[config.mk]
export PLATFORM = sky130hd
export DESIGN_NAME = tex_scan_loader
export DESIGN_NICKNAME = d
export VERILOG_FILES = /design/src/rtl/tex_scan_loader.sv
export SDC_FILE = /design/constraint.sdc
export NUM_CORES = 1
export LEC_CHECK = 0
export BUFFER_PORTS_ARGS = -buffer_cell sky130_fd_sc_hd__buf_2
export CORE_MARGIN = 4
export CORE_UTILIZATION = 45
export CTS_BUF_LIST = sky130_fd_sc_hd__clkbuf_8
export CTS_CLUSTER_SIZE = 12
export DETAILED_ROUTE_END_ITERATION = 10
export PLACE_DENSITY = 0.68
export RECOVER_POWER = 25
export SYNTH_ARGS = -nofsm -noshare
export SYNTH_HDL_FRONTEND = slang
export SYNTH_SLANG_ARGS = --single-unit
[constraint.sdc]
create_clock -name clk -period 2.8 [get_ports clk]
set_clock_uncertainty 0.05 [all_clocks]
set_input_delay 0.42 -clock clk [delete_from_list [all_inputs] [get_ports clk]]
set_output_delay 0.42 -clock clk [all_outputs]
set_load 0.05 [all_outputs]
[src/rtl/tex_scan_loader.sv]
// tex_scan_loader: serialises (address, byte) texture writes onto the texture
// scan chain as a start bit, address MSB-first and data MSB-first. Each bit is
// presented in a one-cycle setup slot, shifted by non-overlapping phi1/phi2
// pulses, and the word is closed with a one-cycle parallel-load latch strobe.
module tex_scan_loader #(
    parameter int unsigned ADDR_W    = 11,
    parameter int unsigned DATA_W    = 8,
    parameter int unsigned PHASE_CYC = 1,
    parameter int unsigned CNT_W     = 16
) (
    input  logic              clk,
    input  logic              rst_n,
    input  logic              req_valid,
    output logic              req_ready,
    input  logic [ADDR_W-1:0] req_addr,
    input  logic [DATA_W-1:0] req_data,
    input  logic              abort,
    output logic              scan_data,
    output logic              scan_phi1,
    output logic              scan_phi2,
    output logic              scan_latch,
    output logic              busy,
    output logic [CNT_W-1:0]  word_cnt
);

    localparam int unsigned NBITS = 1 + ADDR_W + DATA_W;
    localparam int unsigned BIT_W = $clog2(NBITS);
    localparam int unsigned PH_W  = (PHASE_CYC > 1) ? $clog2(PHASE_CYC) : 1;

    typedef enum logic [2:0] {
        S_IDLE  = 3'd0,
        S_SETUP = 3'd1,
        S_PHI1  = 3'd2,
        S_PHI2  = 3'd3,
        S_LATCH = 3'd4
    } state_e;

    state_e            state_q, state_d;
    logic [NBITS-1:0]  sreg_q, sreg_d;
    logic [BIT_W-1:0]  bit_q, bit_d;
    logic [PH_W-1:0]   ph_q, ph_d;

    logic              ready_q, ready_d;
    logic              busy_q, busy_d;
    logic              data_q, data_d;
    logic              phi1_q, phi1_d;
    logic              phi2_q, phi2_d;
    logic              latch_q, latch_d;
    logic [CNT_W-1:0]  cnt_q, cnt_d;

    logic              accept_c;
    logic              phase_end_c;

    // State and datapath registers.
    always_ff @(posedge clk or negedge rst_n) begin
        if (!rst_n) begin
            state_q <= S_IDLE;
            sreg_q  <= '0;
            bit_q   <= '0;
            ph_q    <= '0;
        end else begin
            state_q <= state_d;
            sreg_q  <= sreg_d;
            bit_q   <= bit_d;
            ph_q    <= ph_d;
        end
    end

    // Next state: accept, per-bit setup/phi1/phi2 sequencing, latch; abort wins.
    always_comb begin
        state_d     = state_q;
        sreg_d      = sreg_q;
        bit_d       = bit_q;
        ph_d        = ph_q;
        accept_c    = (state_q == S_IDLE) && req_valid && ready_q && !abort;
        phase_end_c = (ph_q == PH_W'(PHASE_CYC - 1));

        if (abort && (state_q != S_IDLE)) begin
            state_d = S_IDLE;
            ph_d    = '0;
        end else begin
            case (state_q)
                S_IDLE: begin
                    if (accept_c) begin
                        sreg_d  = {1'b0, req_addr, req_data};
                        bit_d   = BIT_W'(NBITS - 1);
                        ph_d    = '0;
                        state_d = S_SETUP;
                    end
                end
                S_SETUP: begin
                    ph_d    = '0;
                    state_d = S_PHI1;
                end
                S_PHI1: begin
                    if (phase_end_c) begin
                        ph_d    = '0;
                        state_d = S_PHI2;
                    end else begin
                        ph_d = ph_q + PH_W'(1);
                    end
                end
                S_PHI2: begin
                    if (phase_end_c) begin
                        ph_d   = '0;
                        sreg_d = sreg_q << 1;
                        if (bit_q == '0) begin
                            state_d = S_LATCH;
                        end else begin
                            bit_d   = bit_q - BIT_W'(1);
                            state_d = S_SETUP;
                        end
                    end else begin
                        ph_d = ph_q + PH_W'(1);
                    end
                end
                S_LATCH: begin
                    state_d = S_IDLE;
                end
                default: begin
                    state_d = S_IDLE;
                end
            endcase
        end
    end

    // Pin values for the state being entered; data only moves on setup/latch/idle entry.
    always_comb begin
        ready_d = (state_d == S_IDLE);
        busy_d  = (state_d != S_IDLE);
        phi1_d  = (state_d == S_PHI1);
        phi2_d  = (state_d == S_PHI2);
        latch_d = (state_d == S_LATCH);
        data_d  = data_q;
        cnt_d   = cnt_q;
        if (state_d == S_SETUP) begin
            data_d = sreg_d[NBITS-1];
        end else if ((state_d == S_LATCH) || (state_d == S_IDLE)) begin
            data_d = 1'b0;
        end
        if (state_d == S_LATCH) begin
            cnt_d = cnt_q + CNT_W'(1);
        end
    end

    // Output registers.
    always_ff @(posedge clk or negedge rst_n) begin
        if (!rst_n) begin
            ready_q <= 1'b1;
            busy_q  <= 1'b0;
            data_q  <= 1'b0;
            phi1_q  <= 1'b0;
            phi2_q  <= 1'b0;
            latch_q <= 1'b0;
            cnt_q   <= '0;
        end else begin
            ready_q <= ready_d;
            busy_q  <= busy_d;
            data_q  <= data_d;
            phi1_q  <= phi1_d;
            phi2_q  <= phi2_d;
            latch_q <= latch_d;
            cnt_q   <= cnt_d;
        end
    end

    assign req_ready  = ready_q;
    assign busy       = busy_q;
    assign scan_data  = data_q;
    assign scan_phi1  = phi1_q;
    assign scan_phi2  = phi2_q;
    assign scan_latch = latch_q;
    assign word_cnt   = cnt_q;

endmodule

==> results.yml, run 1 <==
sta:
  timing.final.crit_period_ns: 2.00
  grt_setup_unrepaired: "no"
  worst-slew-pin-transition_ns: 1.06
  setup_viol: 0
  slew-limit-headroom_pct: 29.1
  finalMaxSlewViolations: 0
  setup_total_negative_slack_ns: 0
  clock.fmax_ghz: 0.500
  final_hold_viol_count: 0
  fin_ws_ns: 0.800
  final_min_period_over_clock_period_pct: 71.4
clocking:
  post-cts-setup-buffer-count: 0
  cts_tree: "built"
  clkTransAtPathRegs_ns: 0.09
  number_of_cts_inserted_buffers: 5
  clk_path_buf_depth: 2
  cts_max_level: 2
  cts_resized: 0
  clock_insertion_delay_at_the_later_pin_of_the_skew_report_ns: 0.30
  hold_buffers: 0
  ctsRootBufferMaster: "sky130_fd_sc_hd__clkbuf_8"
  cts_sinks: 50
power:
  worst_ir_drop_vdd_v: 0.000411
  power.density_cell_area_mw_per_mm2: 694
  power.leakage_nw: 1.35
global_route:
  maximum_number_of_pins_on_one_net_before_global_route_repair: 31
  global_route.overflow_total: 0
  via_count_of_the_first_global_routing_pass: 1546
  grtUsageTotal_pct: 15.3
  grt_antenna_before_repair: 0
  grt_pass1_wl_mm: 7.43
final_layout:
  post_layout_instance_area_mm2: 0.00258
  nets: 255
  antenna-diode-count: 0
  final_layout_size_suffix_gt1_share_pct: 28.7
  num-fill-cells: 414
  fin_cells: 297
  area_growth_pct: 17.1
detailed_routing:
  route.antenna.remaining_nets: 0
  wl_met1_mm: 2.04
  met3_length_um: 335
  detail_route.wirelength_mm: 4.31
  drt_drc_violations_left: 0
  drtIter0Drc: 168
  top_layer: "met4"
  via_per_inst: 5.35
  detailroute.wirelength.met2_mm: 1.87
  vias_after_detailed_routing: 1589
  first_drt_pass_iteration_count: 7
  wl_per_cell_um: 14.5
run:
  max-cap-violations: 0
die:
  pin_count: 45
  dieArea_mm2: 0.00607
  dieHeight_um: 77.9
  core.rowCount: 25
  die_w_um: 77.9
  placeableCoreArea_mm2: 0.00472
  initial_utilization_pct: 46.6
place:
  gp_congestion: 0.769
  place.detailed.hpwl_mm: 3.01
  preCtsSetupSlack_ns: 0.795
  port_buffers: 44
  dpl-instance-area_mm2: 0.00248
  dp_cells: 289
yosys:
  synthFlopType: "sky130_fd_sc_hd__dfrtp_1"
  avg_cell_area_syn_um2: 12.0
  syn-instance-count: 184
  postSynth.asyncResetShare_pct: 100
  total_standard_cell_area_after_synthesis_mm2: 0.00220
  synthesis.nets: 210
  ys_types: 37
  ys_warn_count: 0
  synth.yosys.seq_area_share_pct: 56.9
  synth-edff-count: 0
  synth-seq-cells: 50
critical_path:
  critical_path.startpoint_type: "flop"
  critPathArrivalTime_ns: 2.14
  critPathKind: "flop to flop"
  cp-end-kind: "flop"
  critical_path_fanout_max: 4
  required_ns: 2.94
hold_path:
  hold_path_class: "primary input to async pin"
status:
  outcome: "completed"
==> worst max-delay path: stages (launching register included) <==
cell                      delay [ns]
sky130_fd_sc_hd__dfrtp_1        0.41
sky130_fd_sc_hd__inv_1          0.09
sky130_fd_sc_hd__ha_1           0.16
sky130_fd_sc_hd__or4b_4         0.51
sky130_fd_sc_hd__nor4_4         0.39
sky130_fd_sc_hd__nand3_1        0.14
sky130_fd_sc_hd__xnor2_1        0.14
==> state kept, by name, indices dropped and copies added (netlist names), 3 cells and up <==
| name | count |
|---|---|
| word_cnt | 16 |
| state_q | 3 |
| sreg_q | 20 |
| bit_q | 5 |
==> final cells by class <==
type | instances | area, um2 | area share [%]
clock buffers | 6 | 82.6 | 3.21
clock inverters | 2 | 12.5 | 0.486
inverters | 21 | 78.8 | 3.06
multi-input cells | 104 | 827 | 32.1
flip-flops and latches | 50 | 1250 | 48.6
well taps | 67 | 83.8 | 3.25
repair buffers | 47 | 239 | 9.28
==> cell families (layout without fill, tap and decap cells) <==
group           after synthesis  after routing  synth area share [%]
buf+inv                      30             76                  5.46
mux                           1              1                 0.512
flops                        50             50                  56.9
xor+xnor                     16             16                  6.37
fa+ha+maj                     3              3                  1.71
compound gates               36             36                  14.4
simple gates                 48             48                  14.6
==> final timing paths <==
kind	from	end	slack [ns]	depth (start not counted)
max	bit_q[0]	word_cnt[11]	0.80	6
min	rst_n	word_cnt[9]	0.23	1
max reg2reg	bit_q[0]	word_cnt[11]	0.80	6
min reg2reg	word_cnt[15]	word_cnt[15]	0.42	1
max in group asynchronous	rst_n	sreg_q[8]	1.18	2
min in group clk	req_data[0]	sreg_q[0]	0.29	2
==> cell usage after synthesis (all sizes together), types with 2 or more instances <==
cell / n / area, um2
clkbuf: 3 / 11.3
o21ai: 2 / 10.0
a31oi: 2 / 12.5
nand2: 7 / 26.3
a21oi: 2 / 10.0
dfrtp: 49 / 1230
nand4bb: 2 / 38.8
nand3: 6 / 30.0
and4: 3 / 26.3
inv: 21 / 78.8
a222oi: 18 / 180
a22o: 4 / 35.0
xnor2: 13 / 114
ha: 3 / 37.5
buf: 6 / 30.0
a31o: 3 / 26.3
nor2: 12 / 52.6
o22ai: 2 / 18.8
xor2: 3 / 26.3
nand4: 6 / 37.5
and3: 4 / 25.0
==> layout by cell type (no fill, tap or decap), types with 3 or more instances in the layout <==
| cell type | netlist | routed |
|---|---|---|
| sky130_fd_sc_hd__xor2_1 | 3 | 3 |
| sky130_fd_sc_hd__a31o_2 | 3 | 3 |
| sky130_fd_sc_hd__nand4_1 | 6 | 6 |
| sky130_fd_sc_hd__nand3_1 | 6 | 6 |
| sky130_fd_sc_hd__inv_1 | 21 | 21 |
| sky130_fd_sc_hd__dfrtp_1 | 49 | 49 |
| sky130_fd_sc_hd__a222oi_1 | 18 | 18 |
| sky130_fd_sc_hd__and3_1 | 4 | 4 |
| sky130_fd_sc_hd__xnor2_1 | 13 | 13 |
| sky130_fd_sc_hd__and4_1 | 3 | 3 |
| sky130_fd_sc_hd__clkbuf_8 | 0 | 6 |
| sky130_fd_sc_hd__a22o_1 | 4 | 4 |
| sky130_fd_sc_hd__nand2_1 | 7 | 7 |
| sky130_fd_sc_hd__buf_2 | 6 | 43 |
| sky130_fd_sc_hd__nor2_1 | 11 | 11 |
| sky130_fd_sc_hd__ha_1 | 3 | 3 |
==> where the power goes <==
| part | switching, mW | internal [mW] | total (mW) |
|---|---|---|---|
| logic | 0.208 | 0.159 | 0.368 |
| clock network | 0.231 | 0.199 | 0.429 |
| registers | 0.111 | 0.880 | 0.991 |
| total | 0.550 | 1.24 | 1.79 |
==> stage by stage <==
stage,power (mW),util (%),hold WS (ns)
after floorplan,1.27,-,0.0744
after global placement,1.36,52.6,0.342
after detailed placement,1.37,52.6,0.345
after CTS,1.81,54.6,0.0161
after global routing,1.91,54.5,0.270
final,1.79,54.5,0.235
==> routing by layer <==
| layer | vias up | GRT usage, % |
|---|---|---|
| met3 | 7 | 4.87 |
| met2 | 60 | 21.9 |
| met4 | 0 | 5.77 |
| met5 | - | 0 |
| li1 | 764 | - |
| met1 | 758 | 21.7 |
(Power assumes the default switching activity.)
==> inputs of run 2 (changes only) <==
--- a/config.mk
+++ b/config.mk
@@ -11,7 +11,7 @@
 export CTS_BUF_LIST = sky130_fd_sc_hd__clkbuf_8
 export CTS_CLUSTER_SIZE = 12
 export DETAILED_ROUTE_END_ITERATION = 10
-export PLACE_DENSITY = 0.68
+export PLACE_DENSITY = 0.7
 export RECOVER_POWER = 25
 export SYNTH_ARGS = -nofsm -noshare
 export SYNTH_HDL_FRONTEND = slang
==> constraint.sdc (replaced) <==
create_clock -name clk -period 1.6 [get_ports clk]
set_clock_uncertainty 0.05 [all_clocks]
set_input_delay 0.24 -clock clk [delete_from_list [all_inputs] [get_ports clk]]
set_output_delay 0.24 -clock clk [all_outputs]
set_load 0.05 [all_outputs]
==> run 2 against run 1 <==
  * The run now ends with setup timing left
  * Sequential share of layout area shrank 8.0 points
  * Register-to-register slack worse by 1.1 ns
  * Fmax rose by 3.5%
  * Critical path depth is 1 higher
  * Die area unchanged
  * Routed wire length up 16%
  * Power is 92% higher
  * Critical endpoint is now word_cnt[3]
  * Largest cell class unchanged
  * Largest power group unchanged
==> results.yml, run 2 (same netlist as run 1, synthesis figures left out) <==
critical_path:
  crit_end: "word_cnt[3]"
  worst_r2r_endpoint: "word_cnt[3]"
  reg2reg_from: "bit_q[1]"
  reg2regPathDepth: 7
  critPathKind: "flop to flop"
  cp-end-kind: "flop"
  required_ns: 1.78
  critical_path.startpoint_type: "flop"
  worst-r2r-setup-slack_ns: -0.33
  critPathLaunch: "bit_q[1]"
  critical_path_fanout_max: 7
  critPathArrivalTime_ns: 2.11
die:
  dieHeight_um: 77.9
  pin_count: 45
  dieArea_mm2: 0.00607
  placeableCoreArea_mm2: 0.00472
  die_w_um: 77.9
  initial_utilization_pct: 46.6
  core.rowCount: 25
final_layout:
  final_layout_size_suffix_gt1_share_pct: 43.7
  final_core_util_pct: 65.4
  final_common_cell: "sky130_fd_sc_hd__dfrtp_1"
  final_cell_mix: "sky130_fd_sc_hd__dfrtp_1 (48), sky130_fd_sc_hd__buf_2 (43), sky130_fd_sc_hd__buf_4 (27), sky130_fd_sc_hd__inv_1 (19), sky130_fd_sc_hd__a222oi_1 (18)"
  nets: 295
  antenna-diode-count: 0
  area_growth_pct: 40.4
  fin_cells: 337
  max_flop_register: "sreg_q"
  largest_reg_flops: 20
detailed_routing:
  detailroute.wirelength.met2_mm: 2.36
  detail_route.wirelength_mm: 4.98
  met3_length_um: 227
  top_layer: "met4"
  first_drt_pass_iteration_count: 7
  wl_per_cell_um: 14.8
  drt_drc_violations_left: 0
  via_per_inst: 5.21
  vias_after_detailed_routing: 1757
  wl_met1_mm: 2.33
  route.antenna.remaining_nets: 0
  drtIter0Drc: 247
hold_path:
  holdPathStages: 3
  hold_path_class: "primary input to flop"
clocking:
  cts_sinks: 50
  ctsRootBufferMaster: "sky130_fd_sc_hd__clkbuf_8"
  clock_insertion_delay_at_the_later_pin_of_the_skew_report_ns: 0.31
  number_of_cts_inserted_buffers: 5
  clk_path_buf_depth: 2
  cts_tree: "built"
  cts_max_level: 2
  clkTransAtPathRegs_ns: 0.09
power:
  p_sw_mw: 1.04
  internal_power_mw: 2.39
  worst_ir_drop_vdd_v: 0.000704
  power.density_cell_area_mw_per_mm2: 1110
  power_switching_share_pct: 30.4
  combPwrFrac_pct: 27.6
  sequential_cell_fraction_of_total_power_pct: 50.4
  power.leakage_nw: 1.60
  clock_power_share_pct: 22.0
global_route:
  via_count_of_the_first_global_routing_pass: 1681
  grt_antenna_before_repair: 0
  grtUsageTotal_pct: 16.9
  global_route.overflow_total: 0
  maximum_number_of_pins_on_one_net_before_global_route_repair: 21
  grt_pass1_wl_mm: 8.14
place:
  dp_cells: 316
  preCtsSetupSlack_ns: -0.333
  gp_congestion: 0.810
  place.detailed.hpwl_mm: 3.37
  port_buffers: 44
status:
  outcome: "finished, violations left"
  failed_checks: "setup timing"
sta:
  final_hold_viol_count: 0
  final_min_period_over_clock_period_pct: 121
  worst-slew-pin-transition_ns: 0.473
  fin_ws_ns: -0.331
  setup_total_negative_slack_ns: -5.12
  timing.final.crit_period_ns: 1.93
  grt_setup_unrepaired: "yes"
  slew-limit-headroom_pct: 68.5
  finalMaxSlewViolations: 0
  setup_viol: 23
  clock.fmax_ghz: 0.518
run:
  max-cap-violations: 0
-- run 2: cell types whose count changed in the layout (fill, tap and decap cells not counted), moves of 2 or more --
cell,before,now
sky130_fd_sc_hd__a31o_4,0,2
sky130_fd_sc_hd__buf_4,2,27
sky130_fd_sc_hd__nand2_2,0,2
sky130_fd_sc_hd__a31o_2,3,1
sky130_fd_sc_hd__inv_1,21,19
sky130_fd_sc_hd__buf_12,0,5
sky130_fd_sc_hd__nand2_1,7,5
sky130_fd_sc_hd__inv_2,0,2
sky130_fd_sc_hd__buf_6,0,9
-- run 2: timing repair --
item                       CTS  global route
setup buffers                6             7
setup endpoints to repair   28            37
hold endpoints to repair    16             0
hold buffers                 1             0
pin swaps                   12            11
resized for setup           10            16
-- run 2: per-layer routing --
metal | track usage, % | vias up
li1 | - | 847
met1 | 23.6 | 859
met2 | 25.8 | 45
met3 | 3.36 | 6
met4 | 6.99 | 0
met5 | 0 | -
-- run 2: power groups by stage --
stage          Clock [mW]  Combinational [mW]  Sequential, mW
2_1_floorplan           0               0.523            1.76
3_3_place_gp            0               0.827            1.73
3_5_place_dp            0               0.851            1.74
4_1_cts             0.782               0.865            1.72
5_1_grt             0.837                1.05            1.77
6_report            0.756               0.945            1.73
-- run 2: worst min-delay path by stage --
stage | from | end | slack (ns)
5_1_grt | req_data[6] | sreg_q[6] | 0.11
6_report | req_data[5] | sreg_q[5] | 0.11
3_5_place_dp | rst_n | word_cnt[7] | 0.17
2_1_floorplan | rst_n | bit_q[0] | -0.11
4_1_cts | req_data[6] | sreg_q[6] | 0.11
3_3_place_gp | rst_n | word_cnt[7] | 0.17
-- run 2: final cells by class --
class                           instances  area, um2
Timing Repair Buffer                   87        639
Inverter                               21       78.8
Fill cell                             366       1630
Clock buffer                            6       82.6
Multi-Input combinational cell        104        938
Sequential cell                        50       1250
Tap cell                               67       83.8
Clock inverter                          2       12.5
-- run 2: metrics by stage --
| stage | hold WS (ns) | cell area [um2] | power [mW] |
|---|---|---|---|
| finish | 0.112 | 3090 | 3.43 |
| global route | 0.114 | 3090 | 3.65 |
| CTS | 0.107 | 2970 | 3.37 |
| detailed placement | 0.170 | 2790 | 2.59 |
| global placement | 0.167 | 2790 | 2.56 |
| floorplan | -0.106 | 2260 | 2.28 |
-- run 2: worst max-delay path: stages (launching register included) --
cell                      delay, ns
sky130_fd_sc_hd__dfrtp_1       0.39
sky130_fd_sc_hd__inv_2         0.09
sky130_fd_sc_hd__ha_4          0.14
sky130_fd_sc_hd__or4b_4        0.46
sky130_fd_sc_hd__buf_4         0.16
sky130_fd_sc_hd__nor2_4        0.18
sky130_fd_sc_hd__and4_1        0.24
sky130_fd_sc_hd__xor2_1        0.14
==> inputs of run 3 (changes only) <==
--- a/config.mk
+++ b/config.mk
@@ -7,11 +7,11 @@
 export LEC_CHECK = 0
 export BUFFER_PORTS_ARGS = -buffer_cell sky130_fd_sc_hd__buf_2
 export CORE_MARGIN = 4
-export CORE_UTILIZATION = 45
+export CORE_UTILIZATION = 51
 export CTS_BUF_LIST = sky130_fd_sc_hd__clkbuf_8
 export CTS_CLUSTER_SIZE = 12
 export DETAILED_ROUTE_END_ITERATION = 10
-export PLACE_DENSITY = 0.7
+export PLACE_DENSITY = 0.78
 export RECOVER_POWER = 25
 export SYNTH_ARGS = -nofsm -noshare
 export SYNTH_HDL_FRONTEND = slang
==> run 3 against run 2 <==
  * The run still ends with setup timing left
  * Cell count is 6.2% lower
  * Sequential power is essentially flat
  * Count of clock-buffer cells in the layout stayed put
  * First-iteration DRC count is 32% lower
  * Largest power group unchanged
  * Hold slack gained 0.0048 ns
  * Worst setup slack got worse by 0.048 ns
  * Power decreased by 0.50%
  * Clock power down 2%
  * Via count rose by 2.7%
  * Fmax is 2.4% lower
  * Die area shrank 11%
==> results.yml, run 3 (same netlist as run 1, synthesis figures left out) <==
status:
  outcome: "finished, violations left"
  failed_checks: "setup timing"
clocking:
  clkTransAtPathRegs_ns: 0.09
  cts_sinks: 50
  number_of_cts_inserted_buffers: 5
  clock_insertion_delay_at_the_later_pin_of_the_skew_report_ns: 0.30
  clk_path_buf_depth: 2
  cts_tree: "built"
  ctsRootBufferMaster: "sky130_fd_sc_hd__clkbuf_8"
  cts_max_level: 2
place:
  place.detailed.hpwl_mm: 3.39
  gp_congestion: 0.812
  port_buffers: 44
  dp_cells: 297
  dpl-instance-area_mm2: 0.00273
  preCtsSetupSlack_ns: -0.359
critical_path:
  worst-r2r-setup-slack_ns: -0.38
  cp_cell_sequence: "inv_2 -> ha_4 -> or4b_4 -> buf_6 -> nor2_4 -> buf_4 -> nand2_2 -> xnor2_1"
  crit_path_top_delay_cell: "sky130_fd_sc_hd__or4b_4"
  cp-end-kind: "flop"
  critPathKind: "flop to flop"
  required_ns: 1.73
  critical-path-top-delay-family: "simple AND/OR/NAND/NOR gates"
  critPathArrivalTime_ns: 2.11
  worst_path_largest_cell_delay_ns: 0.50
  critical_path.startpoint_type: "flop"
  critical_path_fanout_max: 7
  path_buf_inv: 3
global_route:
  via_count_of_the_first_global_routing_pass: 1844
  grtUsageTotal_pct: 20.7
  grt_antenna_before_repair: 0
  global_route.overflow_total: 0
  maximum_number_of_pins_on_one_net_before_global_route_repair: 32
  grt_pass1_wl_mm: 8.67
sta:
  clock.fmax_ghz: 0.505
  fin_ws_ns: -0.379
  timing.final.crit_period_ns: 1.98
  setup_total_negative_slack_ns: -5.48
  final_hold_viol_count: 0
  final_min_period_over_clock_period_pct: 124
  setup_viol: 22
  worst-slew-pin-transition_ns: 0.491
  worst_hold_slack_ns: 0.117
  grt_setup_unrepaired: "yes"
  slew-limit-headroom_pct: 67.3
  finalMaxSlewViolations: 0
final_layout:
  final_cell_mix: "sky130_fd_sc_hd__dfrtp_1 (48), sky130_fd_sc_hd__buf_2 (43), sky130_fd_sc_hd__buf_4 (28), sky130_fd_sc_hd__inv_1 (20), sky130_fd_sc_hd__a222oi_1 (18)"
  fin_cells: 316
  multiInputGateArea_um2: 926
  antenna-diode-count: 0
  post_layout_instance_area_mm2: 0.00298
  final_common_cell: "sky130_fd_sc_hd__dfrtp_1"
  seqCellArea_mm2: 0.00125
  nets: 291
  final_layout_size_suffix_gt1_share_pct: 42.9
  area_growth_pct: 35.6
  num-fill-cells: 294
  max_flop_register: "sreg_q"
  largest_reg_flops: 20
  final_core_util_pct: 73.0
die:
  core.rowCount: 23
  dieArea_mm2: 0.00543
  pin_count: 45
  die_w_um: 73.7
  initial_utilization_pct: 53.8
  dieHeight_um: 73.7
  placeableCoreArea_mm2: 0.00409
detailed_routing:
  drtIter0Drc: 169
  route.antenna.remaining_nets: 0
  wl_per_cell_um: 16.8
  first_drt_pass_iteration_count: 6
  detail_route.wirelength_mm: 5.32
  vias_after_detailed_routing: 1805
  drt_drc_violations_left: 0
  via_per_inst: 5.71
hold_path:
  hold_path_class: "primary input to flop"
power:
  power.density_cell_area_mw_per_mm2: 1140
  power.leakage_nw: 1.59
  worst_ir_drop_vdd_v: 0.000716
  sum_of_internal_switching_and_leakage_power_mw: 3.41
run:
  max-cap-violations: 0
==> run 3: per-layer routing <==
layer	track usage [%]	up-vias	routed length, um
li1	-	841	-
met5	0	-	0
met3	4.38	6	298
met1	28.8	897	2270
met4	6.24	0	70
met2	32.7	61	2680
==> run 3: repair_timing <==
item	4_1_cts	5_1_grt
endpoints found under the setup margin	33	40
endpoints found under the hold margin	18	0
hold buffers	1	0
pin swaps	9	10
setup buffers	5	3
resized for setup	7	13
cloned	1	1
==> run 3: final cells by class <==
type                            count  share of cell area (%)
Sequential cell                    50                    42.0
Timing Repair Buffer               82                    19.1
Clock inverter                      2                   0.294
Tap cell                           50                    2.10
Clock buffer                        6                    2.77
Inverter                           21                    2.64
Multi-Input combinational cell    105                    31.1
==> run 3: final timing paths <==
kind,from,endpoint,depth (start not counted)
setup reg to reg,bit_q[0],word_cnt[2],8
hold / removal,req_data[0],sreg_q[0],2
setup / recovery,bit_q[0],word_cnt[2],8
hold reg to reg,word_cnt[15],word_cnt[15],1
max in group asynchronous,rst_n,sreg_q[9],3
min in group asynchronous,rst_n,word_cnt[5],2
==> run 3: power breakdown <==
group          switching, mW  internal (mW)
Sequential             0.183           1.54
Combinational          0.475          0.467
Clock                  0.401          0.343
Total                   1.06           2.35
==> run 3: worst reg2reg max path: stages (launching register included) <==
cell	delay (ns)
sky130_fd_sc_hd__dfrtp_1	0.39
sky130_fd_sc_hd__inv_2	0.09
sky130_fd_sc_hd__ha_4	0.13
sky130_fd_sc_hd__or4b_4	0.50
sky130_fd_sc_hd__buf_6	0.15
sky130_fd_sc_hd__nor2_4	0.20
sky130_fd_sc_hd__buf_4	0.15
sky130_fd_sc_hd__nand2_2	0.05
sky130_fd_sc_hd__xnor2_1	0.14
